### src/rtl/serial_bit_feeder_if.sv
// serial_bit_feeder_if: word handshake in, serial bit stream out, for serial_bit_feeder
interface serial_bit_feeder_if #(parameter int WIDTH = 8);
  logic [WIDTH-1:0] din;
  logic din_valid;
  logic din_ready;
  logic x;
  logic x_valid;
  logic last;
  logic busy;
  modport master (output din, din_valid, input din_ready, x, x_valid, last, busy);
  modport slave (input din, din_valid, output din_ready, x, x_valid, last, busy);
endinterface

### src/rtl/serial_bit_feeder.sv
// serial_bit_feeder: WIDTH-bit words in, one bit per clk out MSB first, zero-bubble back-to-back.
// Define SERIAL_PARITY_EN to append an even-parity bit after each word's LSB.
module serial_bit_feeder #(
  parameter int WIDTH = 8,
  parameter bit IDLE_BIT = 1'b0
) (
  input logic clk,
  input logic rst_n,
  serial_bit_feeder_if.slave bus
);
  localparam int CW = $clog2(WIDTH);
`ifdef SERIAL_PARITY_EN
  typedef enum logic [1:0] {IDLE, SHIFT, PARITY} state_t;
  logic par_q, par_d;
`else
  typedef enum logic [1:0] {IDLE, SHIFT} state_t;
`endif
  state_t state_q, state_d;
  logic [WIDTH-1:0] shreg_q, shreg_d;
  logic [CW-1:0] cnt_q, cnt_d;
  logic accept, last;
  always_comb begin
`ifdef SERIAL_PARITY_EN
    last = state_q == PARITY;
`else
    last = state_q == SHIFT && cnt_q == '0;
`endif
    bus.din_ready = state_q == IDLE || last;
    accept = bus.din_valid && bus.din_ready;
    state_d = state_q;
    shreg_d = shreg_q;
    cnt_d = cnt_q;
`ifdef SERIAL_PARITY_EN
    par_d = par_q;
`endif
    if (accept) begin
      state_d = SHIFT;
      shreg_d = bus.din;
      cnt_d = CW'(WIDTH - 1);
`ifdef SERIAL_PARITY_EN
      par_d = ^bus.din;
`endif
    end else if (state_q == SHIFT) begin
      shreg_d = shreg_q << 1;
      cnt_d = cnt_q == '0 ? cnt_q : cnt_q - 1'b1;
`ifdef SERIAL_PARITY_EN
      state_d = cnt_q == '0 ? PARITY : SHIFT;
`else
      state_d = cnt_q == '0 ? IDLE : SHIFT;
`endif
    end else begin
      state_d = IDLE;
    end
  end
  always_ff @(posedge clk or negedge rst_n)
    if (!rst_n) begin
      state_q <= IDLE;
      shreg_q <= '0;
      cnt_q <= '0;
`ifdef SERIAL_PARITY_EN
      par_q <= 1'b0;
`endif
    end else begin
      state_q <= state_d;
      shreg_q <= shreg_d;
      cnt_q <= cnt_d;
`ifdef SERIAL_PARITY_EN
      par_q <= par_d;
`endif
    end
  // serial outputs depend only on registered state, never on din/din_valid
`ifdef SERIAL_PARITY_EN
  assign bus.x = state_q == SHIFT ? shreg_q[WIDTH-1] : state_q == PARITY ? par_q : IDLE_BIT;
`else
  assign bus.x = state_q == SHIFT ? shreg_q[WIDTH-1] : IDLE_BIT;
`endif
  assign bus.x_valid = state_q != IDLE;
  assign bus.last = last;
  assign bus.busy = state_q != IDLE;
endmodule

### src/flat_wrapper.sv
// flat-port wrapper written by rule: the top's interface ports become plain ports
module serial_bit_feeder_flat 
#(
  parameter int WIDTH = 8,
  parameter bit IDLE_BIT = 1'b0
)
  (clk, rst_n, bus_din, bus_din_valid, bus_din_ready, bus_x, bus_x_valid, bus_last, bus_busy);
  serial_bit_feeder_if #(.WIDTH(WIDTH)) bus_i ();
  input logic clk;
  input logic rst_n;
  input wire logic [$bits(bus_i.din)-1:0] bus_din;
  input wire logic [$bits(bus_i.din_valid)-1:0] bus_din_valid;
  output wire logic [$bits(bus_i.din_ready)-1:0] bus_din_ready;
  output wire logic [$bits(bus_i.x)-1:0] bus_x;
  output wire logic [$bits(bus_i.x_valid)-1:0] bus_x_valid;
  output wire logic [$bits(bus_i.last)-1:0] bus_last;
  output wire logic [$bits(bus_i.busy)-1:0] bus_busy;
  assign bus_i.din = bus_din;
  assign bus_i.din_valid = bus_din_valid;
  assign bus_din_ready = bus_i.din_ready;
  assign bus_x = bus_i.x;
  assign bus_x_valid = bus_i.x_valid;
  assign bus_last = bus_i.last;
  assign bus_busy = bus_i.busy;
  serial_bit_feeder #(.WIDTH(WIDTH), .IDLE_BIT(IDLE_BIT)) u_core (.clk(clk), .rst_n(rst_n), .bus(bus_i));
endmodule
### config.mk
export PLATFORM = sky130hd
export DESIGN_NAME = serial_bit_feeder_flat
export DESIGN_NICKNAME = d
export VERILOG_FILES = /design/src/rtl/serial_bit_feeder_if.sv /design/src/rtl/serial_bit_feeder.sv /design/src/flat_wrapper.sv
export SDC_FILE = /design/constraint.sdc
export NUM_CORES = 1
export LEC_CHECK = 0
export CORE_MARGIN = 5
export CORE_UTILIZATION = 46
export CTS_CLUSTER_DIAMETER = 40
export DETAILED_ROUTE_END_ITERATION = 8
export MAX_ROUTING_LAYER = met4
export PLACE_DENSITY = 0.76
export SLEW_MARGIN = 15
export SYNTH_ARGS = -nofsm -noshare
export SYNTH_HDL_FRONTEND = slang
export SYNTH_SLANG_ARGS = --single-unit
export TNS_END_PERCENT = 1
### constraint.sdc
create_clock -name clk -period 1.7 [get_ports clk]
set_input_delay 0.51 -clock clk [delete_from_list [all_inputs] [get_ports clk]]
set_output_delay 0.51 -clock clk [all_outputs]
set_load 0.005 [all_outputs]
After elaboration in Yosys (flattened, before gate mapping)
Cells that the tools add are included.

operators by class
  mux-type cells = 9
  eq/ne operators = 2
  reduce and logical (&&, ||, !) cells = 8
  add/sub/neg operators = 1

operator list
  operator               count
  $mux W8                2
  $mux W3                3
  $mux W2                2
  $reduce_bool A2 Y1     2
  $logic_not A3 Y1       1
  $sub A3 B1 Y3 const B  1
  $eq A2 B1 Y1 const B   1
  $logic_and A1 B1 Y1    2
  $logic_not A2 Y1       1
  $mux W1                2
  $ne A2 B1 Y1 const B   1
  $reduce_and A2 Y1      1
  $logic_or A1 B1 Y1     1

storage, ports and cells
  register bits = 13
  output and inout port bits = 5
  word-level logic and storage cells = 23

Longest topological paths before layout
Gate-level depths: netlist of run 1.

  depth in word-level cells = 6
  depth in mapped cells = 8

Worst setup path after synthesis of run 1
Ideal clock, no wire load.

  path kind = register -> output
  from = register u_core.cnt_q[0]
  to = output port bus_din_ready
  data arrival time = 1112 ps
  setup slack = 78 ps
  cell stages (with the launch flop) = 7
  required time = 1190 ps
  buffers on the path = 2
  path through = dfrtp_1 > inv_1 > ha_1 > ha_1 > nand2b_1 > buf_2 > buf_6

between the ends
  word-level cells in the longest chain between the ends = 3

ends and longest elaborated chain
  element                 line                     source
  start, declared         serial_bit_feeder.sv:20  logic [CW-1:0] cnt_q, cnt_d;
  start signal, assigned  serial_bit_feeder.sv:66  cnt_q <= cnt_d;
  $logic_not A3 Y1        serial_bit_feeder.sv:26  last = state_q == SHIFT && cnt_q == '0;
  $logic_and A1 B1 Y1     serial_bit_feeder.sv:26
  $logic_or A1 B1 Y1      serial_bit_feeder.sv:28  bus.din_ready = state_q == IDLE || last;
  end, declared           flat_wrapper.sv:13       output wire logic [$bits(bus_i.din_ready)-1:0] bus_din_ready;

Every way passes these cells.

Final worst setup path of run 1
  from = register u_core.cnt_q[1]
  to = output port bus_din_ready

The elaborated chain is that of the path after synthesis.

==> results of run 1 <==
-- layer usage --
| metal | track usage [%] | vias to the layer above | part of all wire (%) |
|---|---|---|---|
| met1 | 20.0 | 251 | 43 |
| met4 | 6.63 | 0 | 0.94 |
| met5 | - | - | 0 |
| met3 | 2.30 | 2 | 5.5 |
| li1 | - | 250 | - |
| met2 | 29.3 | 10 | 50 |
-- cells by family (layout without fill, tap and decap cells) --
logic type	after synthesis	count (layout)	share of synthesized area, %
AOI/OAI and AO/OA	19	19	26.0
adders and majority gates	2	2	3.94
buffers and inverters	8	30	6.89
DFF	12	12	47.2
muxes	1	1	1.77
and+or+nand+nor	14	14	14.2
-- worst reg2reg max path: stages (launching register included) --
cell,delay [ns]
dfrtp_1,0.39
inv_2,0.07
ha_4,0.14
ha_4,0.13
nand2b_4,0.12
buf_4,0.20
nand2_2,0.14
o221a_2,0.28
-- state kept, by name, summed over array words and instances (netlist names) --
name / cells
u_core.state_q: 1
u_core.shreg_q: 8
u_core.cnt_q: 3
-- layout by cell type, fill, tap and decap left out, drive strengths merged --
cell,synthesis,final
mux2,1,1
dlygate4sd2,0,1
o21ai,5,5
and2b,3,3
dlymetal6s2s,0,2
nand3,1,1
o221a,7,7
clkbuf,2,4
nor2b,4,4
a211o,7,7
and2,2,2
inv,3,3
ha,2,2
nand2,1,1
nand2b,3,3
buf,3,10
dfrtp,12,12
clkdlybuf4s50,0,10
-- per-stage QoR --
stage | TNS, ns | hold slack (ns) | area [sq um]
2_1_floorplan | 0 | 0.214 | 636
3_3_place_gp | -0.231 | 0.489 | 825
3_5_place_dp | -0.320 | 0.517 | 825
4_1_cts | -0.143 | 0.538 | 887
5_1_grt | -0.209 | 0.538 | 911
6_report | -0.0920 | 0.539 | 911
-- worst paths after layout --
check / startpoint / end / slack, ns / cells past startpoint
max: u_core.cnt_q[1]$_DFFE_PN0P_ / bus_din_ready / -0.05 / 5
min: rst_n / u_core.shreg_q[2]$_DFFE_PN0P_ / 0.54 / 2
max reg2reg: u_core.cnt_q[1]$_DFFE_PN0P_ / u_core.shreg_q[5]$_DFFE_PN0P_ / 0.12 / 7
min reg2reg: u_core.cnt_q[2]$_DFFE_PN0P_ / u_core.cnt_q[2]$_DFFE_PN0P_ / 0.55 / 2
max in group asynchronous: rst_n / u_core.state_q[0]$_DFF_PN0_ / 0.99 / 2
min in group clk: u_core.cnt_q[2]$_DFFE_PN0P_ / u_core.cnt_q[2]$_DFFE_PN0P_ / 0.55 / 2
-- what timing repair did --
action | 4_1_cts | 5_1_grt
endpoints found under the setup margin | 5 | 7
setup buffers | 1 | 0
hold buffers | 0 | 0
resized for setup | 15 | 7
pin swaps | 0 | 2
-- layout make-up --
type / count / area [sq um]
timing repair buffer: 23 / 216
sequential: 12 / 302
inverter: 3 / 11.3
clock buffer: 4 / 36.3
tap: 15 / 18.8
fill: 112 / 390
multi-input combinational: 36 / 327
-- where the power goes --
group | switching [mW] | internal (mW) | total (mW)
logic | 0.307 | 0.430 | 0.738
registers | 0.0757 | 0.402 | 0.478
clock network | 0.0930 | 0.130 | 0.223
==> summary.md, run 1 <==
| Metric | Value |
|---|---|
| Status | `complete, but fails checks` |
| Failing checks | `negative setup slack` |
| Worst-path fanout max | `2` |
| Post-synth EDFFs | `0` |
| Critical path's top delay family | `flip-flops` |
| Slew @ Worst Pin | `0.204 ns` |
| Final period util | `103%` |
| Syn Inst Count | `56` |
| Ant. Diodes | `0` |
| Antenna violations before repair | `0` |
| TritonCTS clock tree | `built` |
| Layout area overhead | `43.3%` |
| Commonest cells post-synth | `12 x dfrtp_1, 7 x a211o_1, 7 x o221a_2` |
| Wire per inst | `16.1 um` |
| Worst-skew pair later-pin latency | `0.26 ns` |
| Synth top area cells | `dfrtp_1 47%, o221a_2 12%, a211o_1 9.6%` |
| DRC | `0` |
| Most frequent CP cell | `ha_4` |
| Post-Syn Area per Cell | `11.4 sq um` |
| Register area share after synthesis | `47.2%` |
| DIE WIDTH | `47.2 um` |
| Vias | `513` |
| Grt ovf | `0` |
| Die H | `47.2 um` |
| Nets@finish | `92` |
| First-pass GRT wire length | `2550 um` |
| Main synth FF type | `dfrtp_1` |
| Min-Delay Path Class | `in -> async` |
| Final Non-Filler Cells | `93` |
| Clock transition at path regs | `0.08 ns` |
| Clock Skew | `0.00373 ns` |
| Final Max Tran Viols | `0` |
| Power Density | `1580 nW/um^2` |
| Core area | `1300 sq um` |
| Most common cell in the netlist | `dfrtp_1` |
| Ys async rst share | `100%` |
| Vias in the first global route | `566` |
| Largest net degree at the start of global routing | `16` |
| CTS HTree Levels | `1` |
| Num Clock Sinks | `12` |
| Total Routing Usage GR | `17.1%` |
| RSZ-0062 raised after global routing | `true` |
| Utilization after layout | `70.0%` |
| Fin crit period | `1.75 ns` |
| CP Data Required Time | `1.19 ns` |
| Die Area | `2230 sq um` |
| Initial Util | `48.8%` |
| FP Rows | `13` |
| Hold Violations, Final | `0` |
| Post-Syn Area | `636 sq um` |
| CP max-delay cell | `dfrtp_1` |
| Netlist cell types | `18` |
| Post-synth top area share | `47.2%` |
| Worst-path cell chain | `inv_2 -> ha_4 -> ha_4 -> nand2b_4 -> buf_6` |
| Max Cap Viol | `0` |
| Max clock buf depth | `2` |
| Setup violations, final | `2` |
| Share of layout cells above drive strength 1 | `38.5%` |
| Via-to-Cell Ratio | `5.52` |
| Post-DP HPWL | `1050 um` |
| Max rail drop VDD | `1.13 mV` |
| Setup crit end kind | `output port` |
| Initial DRC Count | `6` |
| CP max stage delay | `0.37 ns` |
| CP bufs+invs | `2` |
| Pwr Total | `1.44 mW` |
| Post-place setup slack | `-0.172 ns` |
| Slew HR | `86.3%` |
| Post-Place Cells | `88` |
| Synth area leader | `dfrtp_1` |
| Worst EP arrival | `1.24 ns` |
| Final setup margin | `-0.0528 ns` |
| DR pass1 iterations | `3` |
| IO buf count | `15` |
| Synth Register Bits | `12` |
| ANT nets after route | `0` |
| FMAX | `571 MHz` |
| CTS Buf Count | `3` |
| Io pins | `16` |
| Gpl congestion | `0.687` |
| Crit path launch type | `flip-flop` |
| CP Class | `reg -> out` |
| Yosys synthesis warning count | `0` |
| Final WL | `1500 um` |
| Post-synth net total | `69` |
| Root Buffer | `clkbuf_4` |
| Leakage | `0.428 nW` |
Power figures use the tool's default switching activity.
==> run 2, diff against run 1 <==
--- a/config.mk
+++ b/config.mk
@@ -5,12 +5,14 @@
 export SDC_FILE = /design/constraint.sdc
 export NUM_CORES = 1
 export LEC_CHECK = 0
+export CAP_MARGIN = 20
 export CORE_MARGIN = 5
 export CORE_UTILIZATION = 46
 export CTS_CLUSTER_DIAMETER = 40
 export DETAILED_ROUTE_END_ITERATION = 8
 export MAX_ROUTING_LAYER = met4
 export PLACE_DENSITY = 0.76
+export SKIP_CTS_REPAIR_TIMING = 1
 export SLEW_MARGIN = 15
 export SYNTH_ARGS = -nofsm -noshare
 export SYNTH_HDL_FRONTEND = slang
==> summary.md, run 2 (synthesis results as in run 1) <==
| Metric | Value |
|---|---|
| Status | `complete, but fails checks` |
| Failing checks | `negative setup slack` |
| IO buf count | `15` |
| Antenna violations before repair | `0` |
| Number of flip-flops in the largest register | `8` |
| Placed inst area | `825 sq um` |
| CTS HTree Levels | `1` |
| Post-Place Cells | `88` |
| Clock transition at path regs | `0.07 ns` |
| Largest net degree at the start of global routing | `16` |
| Gpl congestion | `0.687` |
| Initial DRC Count | `4` |
| Vias | `526` |
| First-pass GRT wire length | `2500 um` |
| Reg with most FFs | `u_core.shreg_q` |
| Ant. Diodes | `0` |
| Most common cell after layout, fill and taps aside | `dfrtp_1` |
| Die Area | `2230 sq um` |
| CP Data Required Time | `1.19 ns` |
| Initial Util | `48.8%` |
| Utilization after layout | `70.3%` |
| Leakage | `0.479 nW` |
| Worst EP arrival | `1.31 ns` |
| Slew HR | `86.1%` |
| Nets@finish | `95` |
| Max rail drop VDD | `0.787 mV` |
| Setup crit end kind | `output port` |
| Critical path depth in cells | `5` |
| Finished Cell Area | `915 sq um` |
| Commonest non-fill, non-tap cells in the layout | `11 x dfrtp_1, 10 x clkdlybuf4s50_1, 10 x buf_4` |
| Power Density | `1530 nW/um^2` |
| Number of cells on the worst reg-to-reg path | `7` |
| Fin crit period | `1.82 ns` |
| Slew @ Worst Pin | `0.207 ns` |
| Post-DP HPWL | `1050 um` |
| DR pass1 iterations | `4` |
| Root Buffer | `clkbuf_4` |
| Total Routing Usage GR | `16.6%` |
| WHS Path Cells | `2` |
| Top flop regs | `u_core.shreg_q (8), u_core.cnt_q (3), u_core.state_q (1)` |
| Crit path launch type | `flip-flop` |
| Setup violations, final | `2` |
| Critical path's top delay family | `adder cells` |
| RSZ-0062 raised after global routing | `true` |
| Worst-skew pair later-pin latency | `0.26 ns` |
| CP bufs+invs | `2` |
| DRC | `0` |
| Hold slack | `0.531 ns` |
| CTS Buf Count | `3` |
| Max clock buf depth | `2` |
| Final Non-Filler Cells | `96` |
| Layout area overhead | `43.9%` |
| Core area | `1300 sq um` |
| Clock Skew | `0.00385 ns` |
| DIE WIDTH | `47.2 um` |
| CP Class | `reg -> out` |
| FMAX | `550 MHz` |
| Die H | `47.2 um` |
| ANT nets after route | `0` |
| Final Max Tran Viols | `0` |
| Grt ovf | `0` |
| Wire per inst | `16.3 um` |
| Min-Delay Path Class | `reg -> reg` |
| Reg2Reg Setup Slack | `0.08 ns` |
| TritonCTS clock tree | `built` |
| Final setup margin | `-0.119 ns` |
| Hold Violations, Final | `0` |
| Vias in the first global route | `556` |
| Worst-path cell chain | `inv_1 -> ha_1 -> ha_2 -> nand2b_4 -> dlymetal6s2s_1` |
| CP max-delay cell | `dfrtp_1` |
| FP Rows | `13` |
| Max Cap Viol | `0` |
| Final WL | `1560 um` |
| Via-to-Cell Ratio | `5.48` |
| Final TNS setup | `-0.221 ns` |
| CP max stage delay | `0.35 ns` |
| Fill cell count | `116` |
| Final period util | `107%` |
| Io pins | `16` |
| Num Clock Sinks | `12` |
| Share of layout cells above drive strength 1 | `34.6%` |
| Worst-path fanout max | `2` |
-- run 2: final timing paths --
| check | start | end |
|---|---|---|
| max reg2reg | u_core.cnt_q[1]$_DFFE_PN0P_ | u_core.shreg_q[5]$_DFFE_PN0P_ |
| min in group asynchronous | rst_n | u_core.shreg_q[2]$_DFFE_PN0P_ |
| min reg2reg | u_core.cnt_q[2]$_DFFE_PN0P_ | u_core.cnt_q[2]$_DFFE_PN0P_ |
| max | u_core.cnt_q[1]$_DFFE_PN0P_ | bus_din_ready |
| max in group asynchronous | rst_n | u_core.state_q[0]$_DFF_PN0_ |
| min | u_core.cnt_q[2]$_DFFE_PN0P_ | u_core.cnt_q[2]$_DFFE_PN0P_ |
-- run 2: report_power, final --
part | leakage (nW) | switching [mW] | total, mW | internal [mW]
clock network | 0.0210 | 0.0923 | 0.222 | 0.130
registers | 0.150 | 0.0795 | 0.481 | 0.402
logic | 0.308 | 0.279 | 0.693 | 0.414
-- run 2: area by class of cell --
cell class | instances | area [sq um] | area share (%)
Tap cell | 15 | 18.8 | 2.05
Sequential cell | 12 | 302 | 33.0
Multi-Input combinational cell | 36 | 304 | 33.2
Clock buffer | 4 | 36.3 | 3.97
Timing Repair Buffer | 26 | 243 | 26.5
Inverter | 3 | 11.3 | 1.23
-- run 2: worst register-to-register path, stage by stage (launching register included) --
cell	delay (ns)
dfrtp_1	0.38
inv_1	0.06
ha_1	0.15
ha_2	0.18
nand2b_4	0.12
buf_4	0.19
nand2_2	0.14
o221a_2	0.28
-- run 2: metrics by stage --
| step | setup WS [ns] | power [mW] |
|---|---|---|
| 2_1_floorplan | 0.0781 | 0.885 |
| 3_3_place_gp | -0.128 | 1.09 |
| 3_5_place_dp | -0.172 | 1.12 |
| 4_1_cts | -0.486 | 1.35 |
| 5_1_grt | -0.193 | 1.51 |
| 6_report | -0.119 | 1.40 |
-- run 2: routing by layer --
layer | part of all wire, % | global-route usage (%) | wire length, um | up-vias
li1 | - | - | - | 255
met1 | 43 | 20.0 | 674 | 256
met2 | 50 | 27.6 | 783 | 13
met3 | 5.6 | 2.30 | 88 | 2
met4 | 0.90 | 6.63 | 14 | 0
met5 | 0 | - | 0 | -
